`config.mk`:
```
export PLATFORM = sky130hd
export DESIGN_NAME = conv_os_engine
export DESIGN_NICKNAME = d
export VERILOG_FILES = /design/src/rtl/conv_os_engine.sv
export SDC_FILE = /design/constraint.sdc
export NUM_CORES = 1
export LEC_CHECK = 0
export CAP_MARGIN = 20
export CORE_ASPECT_RATIO = 0.6
export CORE_MARGIN = 5
export CORE_UTILIZATION = 50
export CTS_BUF_LIST = sky130_fd_sc_hd__clkbuf_4 sky130_fd_sc_hd__clkbuf_8 sky130_fd_sc_hd__clkbuf_16
export CTS_CLUSTER_SIZE = 25
export DETAILED_ROUTE_END_ITERATION = 8
export GPL_ROUTABILITY_DRIVEN = 0
export PLACE_DENSITY_LB_ADDON = 0.05
export SLEW_MARGIN = 20
export SYNTH_ARGS = -nofsm -noshare
export SYNTH_HDL_FRONTEND = slang
export SYNTH_SLANG_ARGS = --single-unit
```
`constraint.sdc`:
```
create_clock -name clk -period 20.4 [get_ports clk]
set_clock_uncertainty 0.05 [all_clocks]
set_input_delay 4.08 -clock clk [delete_from_list [all_inputs] [get_ports clk]]
set_output_delay 4.08 -clock clk [all_outputs]
set_load 0.01 [all_outputs]
```
`src/rtl/conv_os_engine.sv`:
```
// Output-stationary convolution engine: one accumulator, one oFM write per output pixel.
// Latency: N*K*K+2 cycles per pixel; M*OFM_R*OFM_C*(N*K*K+2) cycles from RUN entry to DONE.
// Backpressure: none; BRAM reads have a fixed 1-cycle latency, and start/done is a level handshake with the PS.
module conv_os_engine #(
  parameter int DATA_W = 32,
  parameter int M      = 3,
  parameter int N      = 3,
  parameter int K      = 3,
  parameter int IFM_R  = 4,
  parameter int IFM_C  = 4,
  parameter int STRIDE = 1
) (
  input  logic              clk,
  input  logic              reset,
  input  logic [31:0]       ps_control,
  output logic [31:0]       pl_status,
  output logic [31:0]       iFM_addr,
  input  logic [DATA_W-1:0] iFM_rddata,
  output logic [DATA_W-1:0] iFM_wrdata,
  output logic [3:0]        iFM_we,
  output logic [31:0]       kernel_addr,
  input  logic [DATA_W-1:0] kernel_rddata,
  output logic [DATA_W-1:0] kernel_wrdata,
  output logic [3:0]        kernel_we,
  output logic [31:0]       oFM_addr,
  input  logic [DATA_W-1:0] oFM_rddata,
  output logic [DATA_W-1:0] oFM_wrdata,
  output logic [3:0]        oFM_we
);

  localparam int OFM_R = (IFM_R - K) / STRIDE + 1;
  localparam int OFM_C = (IFM_C - K) / STRIDE + 1;
  localparam int MW    = (M > 1) ? $clog2(M) : 1;
  localparam int NW    = (N > 1) ? $clog2(N) : 1;
  localparam int KW    = (K > 1) ? $clog2(K) : 1;
  localparam int RW    = (OFM_R > 1) ? $clog2(OFM_R) : 1;
  localparam int CW    = (OFM_C > 1) ? $clog2(OFM_C) : 1;

  typedef enum logic [2:0] {IDLE, RUN, DRAIN, WRITE, DONE} state_t;

  state_t            state, state_nxt;
  logic [MW-1:0]     cnt_m;
  logic [RW-1:0]     cnt_r;
  logic [CW-1:0]     cnt_c;
  logic [NW-1:0]     cnt_n;
  logic [KW-1:0]     cnt_kr, cnt_kc;
  logic [15:0]       pix_cnt;
  logic              relu_latched;
  logic              valid_d, first_d;
  logic [DATA_W-1:0] acc;
  logic              start;
  logic              last_kc, last_kr, last_n, last_tap;
  logic              last_c, last_r, last_m, last_pix;
  logic              unused_bits;

  assign start = ps_control[0];

  // Read-only ports on the feature map and kernel memories.
  assign iFM_wrdata    = '0;
  assign iFM_we        = '0;
  assign kernel_wrdata = '0;
  assign kernel_we     = '0;
  assign unused_bits   = ^{oFM_rddata, ps_control[31:2]};

  assign last_kc  = (int'(cnt_kc) == K - 1);
  assign last_kr  = (int'(cnt_kr) == K - 1);
  assign last_n   = (int'(cnt_n) == N - 1);
  assign last_tap = last_kc && last_kr && last_n;
  assign last_c   = (int'(cnt_c) == OFM_C - 1);
  assign last_r   = (int'(cnt_r) == OFM_R - 1);
  assign last_m   = (int'(cnt_m) == M - 1);
  assign last_pix = last_c && last_r && last_m;

  // State register.
  always_ff @(posedge clk) begin
    if (reset) state <= IDLE;
    else       state <= state_nxt;
  end

  // Next-state, status and write-port outputs.
  always_comb begin
    state_nxt  = state;
    oFM_we     = 4'h0;
    oFM_wrdata = '0;
    pl_status  = {pix_cnt, 14'b0, 1'b0, 1'b0};
    case (state)
      IDLE:  if (start) state_nxt = RUN;
      RUN: begin
        pl_status[1] = 1'b1;
        if (last_tap) state_nxt = DRAIN;
      end
      DRAIN: begin
        pl_status[1] = 1'b1;
        state_nxt    = WRITE;
      end
      WRITE: begin
        pl_status[1] = 1'b1;
        oFM_we       = 4'hF;
        oFM_wrdata   = (relu_latched && acc[DATA_W-1]) ? '0 : acc;
        state_nxt    = last_pix ? DONE : RUN;
      end
      DONE: begin
        pl_status[0] = 1'b1;
        if (!start) state_nxt = IDLE;
      end
      default: state_nxt = IDLE;
    endcase
  end

  // Loop counters: taps advance in RUN (kc fastest), pixels advance in WRITE (c fastest).
  always_ff @(posedge clk) begin
    if (reset) begin
      cnt_m        <= '0;
      cnt_r        <= '0;
      cnt_c        <= '0;
      cnt_n        <= '0;
      cnt_kr       <= '0;
      cnt_kc       <= '0;
      pix_cnt      <= '0;
      relu_latched <= 1'b0;
    end else begin
      case (state)
        IDLE: if (start) begin
          cnt_m        <= '0;
          cnt_r        <= '0;
          cnt_c        <= '0;
          cnt_n        <= '0;
          cnt_kr       <= '0;
          cnt_kc       <= '0;
          pix_cnt      <= '0;
          relu_latched <= ps_control[1];
        end
        RUN: begin
          cnt_kc <= last_kc ? '0 : cnt_kc + 1'b1;
          if (last_kc) begin
            cnt_kr <= last_kr ? '0 : cnt_kr + 1'b1;
            if (last_kr) cnt_n <= last_n ? '0 : cnt_n + 1'b1;
          end
        end
        WRITE: begin
          pix_cnt <= pix_cnt + 16'd1;
          cnt_c   <= last_c ? '0 : cnt_c + 1'b1;
          if (last_c) begin
            cnt_r <= last_r ? '0 : cnt_r + 1'b1;
            if (last_r) cnt_m <= last_m ? '0 : cnt_m + 1'b1;
          end
        end
        default: ;
      endcase
    end
  end

  // MAC: read data arrives one cycle after its address, so valid/first trail the issue by one cycle.
  always_ff @(posedge clk) begin
    if (reset) begin
      valid_d <= 1'b0;
      first_d <= 1'b0;
      acc     <= '0;
    end else begin
      valid_d <= (state == RUN);
      first_d <= (state == RUN) && (cnt_n == '0) && (cnt_kr == '0) && (cnt_kc == '0);
      if (valid_d) acc <= (first_d ? '0 : acc) + iFM_rddata * kernel_rddata;
    end
  end

  // Byte addresses derived from the loop counters; oFM address holds for the whole pixel.
  always_comb begin
    iFM_addr    = '0;
    kernel_addr = '0;
    oFM_addr    = '0;
    if (state == RUN || state == DRAIN) begin
      iFM_addr    = 4 * (int'(cnt_n) * IFM_R * IFM_C
                         + (int'(cnt_r) * STRIDE + int'(cnt_kr)) * IFM_C
                         + int'(cnt_c) * STRIDE + int'(cnt_kc));
      kernel_addr = 4 * (((int'(cnt_m) * N + int'(cnt_n)) * K + int'(cnt_kr)) * K + int'(cnt_kc));
    end
    if (state == RUN || state == DRAIN || state == WRITE)
      oFM_addr = 4 * (int'(cnt_m) * OFM_R * OFM_C + int'(cnt_r) * OFM_C + int'(cnt_c));
  end

endmodule

```
==> flow_summary.toml, run 1 <==
[finish]
fin_util_pct = 54.30
area_growth_pct = 7.420
nFillCells = 4054
final_cells = 3141
regArea_um2 = 1282
drive_gt1_share_pct = 2.930
nets = 3284
multi_input_area_um2 = 17640

[logic_synthesis]
synth_common_cells = "inv_1 (508), fa_1 (444), and2_1 (364)"
synth_edf_count = 0
yosysWarnings = 0
async_flop_share_pct = 0
synth_seq_cells = 64
yosys.area.top_type = "fa_1"
ys.flop_type = "dfxtp_1"
yosysMostFrequentCell = "inv_1"
ys_types = 71
syn_inst = 2488
synth_top_area_share_pct = 40.58
ys_top_cells_by_area = "fa_1 (41%), and2_1 (10%), ha_1 (8.8%), inv_1 (8.7%), dfxtp_1 (5.8%)"
avgSynthCellArea_um2 = 8.804
seq_area_frac_synth_pct = 5.849
syn-cell-area_um2 = 21900

[clock_tree]
hold_buffers = 0
cts_buffer_depth = 2
cts_max_level = 3
post_cts_resized = 0
cts_buffers = 9
path_clk_slew_ps = 50
clock-root-buffer = "clkbuf_16"
clk_latency_ps = 340
postCtsSetupBuffers = 0
cts_tree = "yes"
clock_sinks = 64

[floorplanning]
num_rows = 59
io-pin-count = 366
start_util_pct = 50.55
die_y_um = 172.1
die_area_um2 = 48230
dieWidth_um = 280.2
core-area_um2 = 43330

[sta]
fmax_mhz = 83.36
rsz0062_at_grt = "no"
relSlewSlack_pct = 27.43
final-hold-violation-count = 0
fin_crit_ps = 12000
tightestPinTransition_ps = 1085
fin_tns_setup_ps = 0
period_share_pct = 58.81
setup_violations = 0
drv_slew = 0
timing.final.ws_setup_ps = 8404

[place]
dp_hpwl_um = 47970
io_buffers = 140
post-place-ws_ps = 8166
dpl.cell_count = 3124

[setup_path]
worstSetupStartpointType = "primary input"
cp_max_fo = 16
critical_path_arrival_ps = 12160
reg2reg_slack_ps = 12410
r2r_end = "acc[25]$_SDFFE_PP0P_"
worstSetupPathType = "primary input to register"
crit_required_ps = 20560
r2r_start = "first_d$_SDFF_PP0_"
r2r_cells = 25
critPathCaptureType = "register"

[global_routing]
grt_first_pass_wirelength_um = 93690
antenna_found_initial = 1
track_usage_pct = 24.95
grt_overflow = 0
grt_max_degree = 64
grt_pass1_vias = 16290

[route]
drt-total-wl_um = 59350
wl_per_cell_um = 18.89
dr.pass1.iters = 5
vias = 15780
viasPerCell = 5.025
final_antenna_net_count = 0
drc = 0
first_iter_violations = 1185

[hold_path]
hold_class = "register to register"
hold_end = "acc[24]$_SDFFE_PP0P_"
min_from = "acc[24]$_SDFFE_PP0P_"
min_path_cells = 2

[flow_run]
cap_violations = 0

[run_status]
status = "completed"
[cell usage in the layout (no fill, tap or decap), types with 17 or more instances in the layout]
cell type | netlist | routed
buf_4 | 168 | 32
fa_1 | 444 | 444
nand2b_1 | 25 | 25
nand2_1 | 230 | 230
and2_1 | 364 | 364
dfxtp_1 | 64 | 63
conb_1 | 1 | 163
xnor2_1 | 69 | 69
clkdlybuf4s50_1 | 0 | 138
nor2_1 | 73 | 73
a21o_1 | 17 | 17
xor2_1 | 26 | 26
nand3_1 | 21 | 21
inv_1 | 508 | 508
a21oi_1 | 41 | 40
ha_1 | 154 | 154
nor2b_1 | 21 | 21
mux2i_1 | 24 | 24
[cells by family after synthesis]
group / share of synthesized area (%)
other cells: 0.01712
simple gates: 18.75
xor+xnor: 4.004
mux: 1.251
compound gates: 4.336
buf+inv: 16.42
fa+ha+maj: 49.37
flops: 5.849
[per-stage QoR]
| step | area [um2] | hold WS [ps] |
|---|---|---|
| floorplan | 22510 | 379.2 |
| global placement | 23180 | 403.4 |
| detailed placement | 23200 | 423.4 |
| CTS | 23530 | 441.2 |
| global route | 23530 | 472.0 |
| finish | 23530 | 434.8 |
[final cells by class]
type,instances,share of cell area (%)
multi-input combinational,1800,74.97
inverter,508,8.104
timing repair buffer,173,6.998
sequential,64,5.450
tap,579,3.079
clock buffer,12,1.106
clock inverter,3,0.2765
antenna,2,0.02127
[per-layer routing]
layer | track usage [%] | wire length, um | vias to the layer above
met5 | 0 | 0 | -
li1 | - | - | 7127
met1 | 38.54 | 28490 | 8077
met2 | 37.19 | 25720 | 521
met3 | 4.939 | 4281 | 58
met4 | 3.869 | 857 | 0
[flip-flops by register name (all words and copies together), names as in the netlist]
register and count:
acc 32, cnt_c 1, cnt_kc 2, cnt_kr 2
cnt_m 2, cnt_n 2, cnt_r 1, first_d 1
pix_cnt 16, relu_latched 1, state 3, valid_d 1
[worst max-delay path: stages]
cell	delay (ps)
clkdlybuf4s50_1	950
and2_1	460
fa_1	550
fa_1	440
fa_1	530
inv_1	70
fa_1	530
inv_1	60
fa_1	500
inv_1	60
fa_1	530
inv_1	50
fa_1	480
inv_1	60
fa_1	500
inv_1	50
ha_1	430
and3_1	280
and3_2	220
a221oi_1	450
o21ai_1	210
o31ai_1	290
xor2_1	280
o21ai_1	100
[worst max-delay path by stage]
stage	from	endpoint	slack, ps	depth (start not counted)
floorplan	kernel_rddata[3]	acc[28]$_SDFFE_PP0P_	9650	26
global route	iFM_rddata[16]	acc[25]$_SDFFE_PP0P_	8180	24
CTS	iFM_rddata[16]	acc[25]$_SDFFE_PP0P_	8480	24
finish	iFM_rddata[16]	acc[25]$_SDFFE_PP0P_	8400	24
detailed placement	iFM_rddata[16]	acc[25]$_SDFFE_PP0P_	8170	24
global placement	iFM_rddata[11]	acc[25]$_SDFFE_PP0P_	8230	24
Power of run 1 is not shown: default switching activity piles up to over one toggle a cycle in this logic, so the estimate is an artifact.
==> run 2, diff against run 1 <==
- clock period: 20.4 -> 10.96 ns (I/O delays scaled with it)
==> run 2 against run 1 <==
Cell area grew 0.66%. Cell count up 0.64%. Utilization increased by 0.36 points. Sequential share of layout area is essentially flat. Hold slack worse by 14 ps. Sequential cell count stayed put. Via count is 0.47% lower. Register-to-register slack worse by 9300 ps. Die area unchanged. Largest cell class unchanged.
==> flow_summary.toml, run 2 (synthesized netlist as in run 1, its figures left out) <==
[sta]
fin_crit_ps = 10120
relSlewSlack_pct = 32.32
fin_tns_setup_ps = 0
tightestPinTransition_ps = 1015
rsz0062_at_grt = "no"
final-hold-violation-count = 0
period_share_pct = 92.32
fmax_mhz = 98.83
timing.final.ws_setup_ps = 842.1
drv_slew = 0
setup_violations = 0

[clock_tree]
cts_buffer_depth = 2
postCtsSetupBuffers = 0
clock_sinks = 64
hold_buffers = 0
path_clk_slew_ps = 60
cts_buffers = 9
post_cts_resized = 0
clock-root-buffer = "clkbuf_16"
clk_latency_ps = 340
cts_max_level = 3
cts_tree = "yes"

[finish]
final_cell_mix = "inv_1 (508), fa_1 (444), and2_1 (364), nand2_1 (230), conb_1 (163)"
drive_gt1_share_pct = 3.643
reg_top3 = "acc: 32 flops, pix_cnt: 16 flops, state: 3 flops"
final_common_cell = "inv_1"
nets = 3303
nFillCells = 4053
regMostFlops = "acc"
largest_reg_flops = 32
area_growth_pct = 8.128

[hold_path]
hold_end = "acc[24]$_SDFFE_PP0P_"
hold_class = "register to register"
min_path_cells = 2
min_from = "acc[24]$_SDFFE_PP0P_"

[route]
first_iter_violations = 1094
final_antenna_net_count = 0
viasPerCell = 4.970
drc = 0
wl_per_cell_um = 19.15
dr.pass1.iters = 5
vias = 15710
drt-total-wl_um = 60520

[global_routing]
grt_max_degree = 64
grt_pass1_vias = 16190
grt_overflow = 0
track_usage_pct = 25.48
antenna_found_initial = 0
grt_first_pass_wirelength_um = 94670

[floorplanning]
die_area_um2 = 48230
start_util_pct = 50.55
die_y_um = 172.1
core-area_um2 = 43330
io-pin-count = 366
dieWidth_um = 280.2
num_rows = 59

[flow_run]
cap_violations = 0

[setup_path]
worstSetupStartpointType = "primary input"
reg2reg_slack_ps = 3110
cp_max_fo = 16
critical_path_arrival_ps = 10290
r2r_end = "acc[25]$_SDFFE_PP0P_"
crit_required_ps = 11140
r2r_cells = 25
r2r_start = "first_d$_SDFF_PP0_"
worstSetupPathType = "primary input to register"
critPathCaptureType = "register"

[place]
io_buffers = 140
post-place-ws_ps = 654.4
dp_hpwl_um = 51880

[run_status]
status = "completed"
run 2: cell types whose count changed in the layout (fill, tap and decap cells not counted), sizes merged:
| cell | delta |
|---|---|
| buf | +18 |
| clkdlybuf4s50 | +1 |
| clkbuf | -3 |
| clkinv | +1 |
| inv | +2 |
| clkinvlp | +1 |
run 2: final cells by class:
cell class | instances | area [um2] | share of cell area (%)
antenna | 2 | 5.005 | 0.02113
clock buffer | 9 | 225.2 | 0.9509
sequential | 64 | 1282 | 5.415
multi-input combinational | 1800 | 17640 | 74.47
timing repair buffer | 192 | 1799 | 7.596
clock inverter | 7 | 102.6 | 0.4332
tap | 579 | 724.4 | 3.059
inverter | 508 | 1907 | 8.051
run 2: metal layers:
layer | global-route usage, % | share of wire, % | up-vias | routed length (um)
met5 | 1.282 | 0.15 | - | 92
met4 | 2.587 | 0.87 | 2 | 528
met3 | 7.490 | 8.8 | 40 | 5312
met2 | 36.50 | 42 | 485 | 25400
met1 | 39.46 | 48 | 8008 | 29180
li1 | - | - | 7174 | -
run 2: worst max-delay path, cell delays in order:
cell and delay [ps]:
clkdlybuf4s50_1 910, and2_1 400, fa_1 560, fa_1 440
fa_1 550, inv_1 90, fa_1 530, inv_1 50
fa_1 490, inv_1 60, fa_1 530, inv_1 50
fa_1 470, inv_1 60, fa_1 500, inv_1 50
ha_1 420, and3_1 290, and3_2 230, a221oi_1 450
o21ai_1 200, o31ai_1 310, xor2_1 350, o21ai_1 100
run 2: how the worst max path moves through the flow:
stage                     start                   end  slack (ps)  cells past startpoint
2_1_floorplan  kernel_rddata[3]  acc[28]$_SDFFE_PP0P_        2100                     26
3_3_place_gp   kernel_rddata[2]  acc[25]$_SDFFE_PP0P_         730                     24
3_5_place_dp   kernel_rddata[2]  acc[25]$_SDFFE_PP0P_         650                     24
4_1_cts        kernel_rddata[2]  acc[25]$_SDFFE_PP0P_        1000                     24
5_1_grt        kernel_rddata[2]  acc[25]$_SDFFE_PP0P_         550                     24
6_report       kernel_rddata[2]  acc[25]$_SDFFE_PP0P_         840                     24
run 2: metrics by stage:
step	utilization (%)	hold slack (ps)	cells	instance area, um2
after global placement	53.89	401.1	3143	23350
after floorplan	-	379.2	2650	22510
after global routing	54.65	438.7	3159	23680
after CTS	54.65	420.1	3159	23680
after detailed placement	53.89	410.5	3143	23350
final	54.66	420.9	3161	23690
Power of run 2 is left out for the same reason.
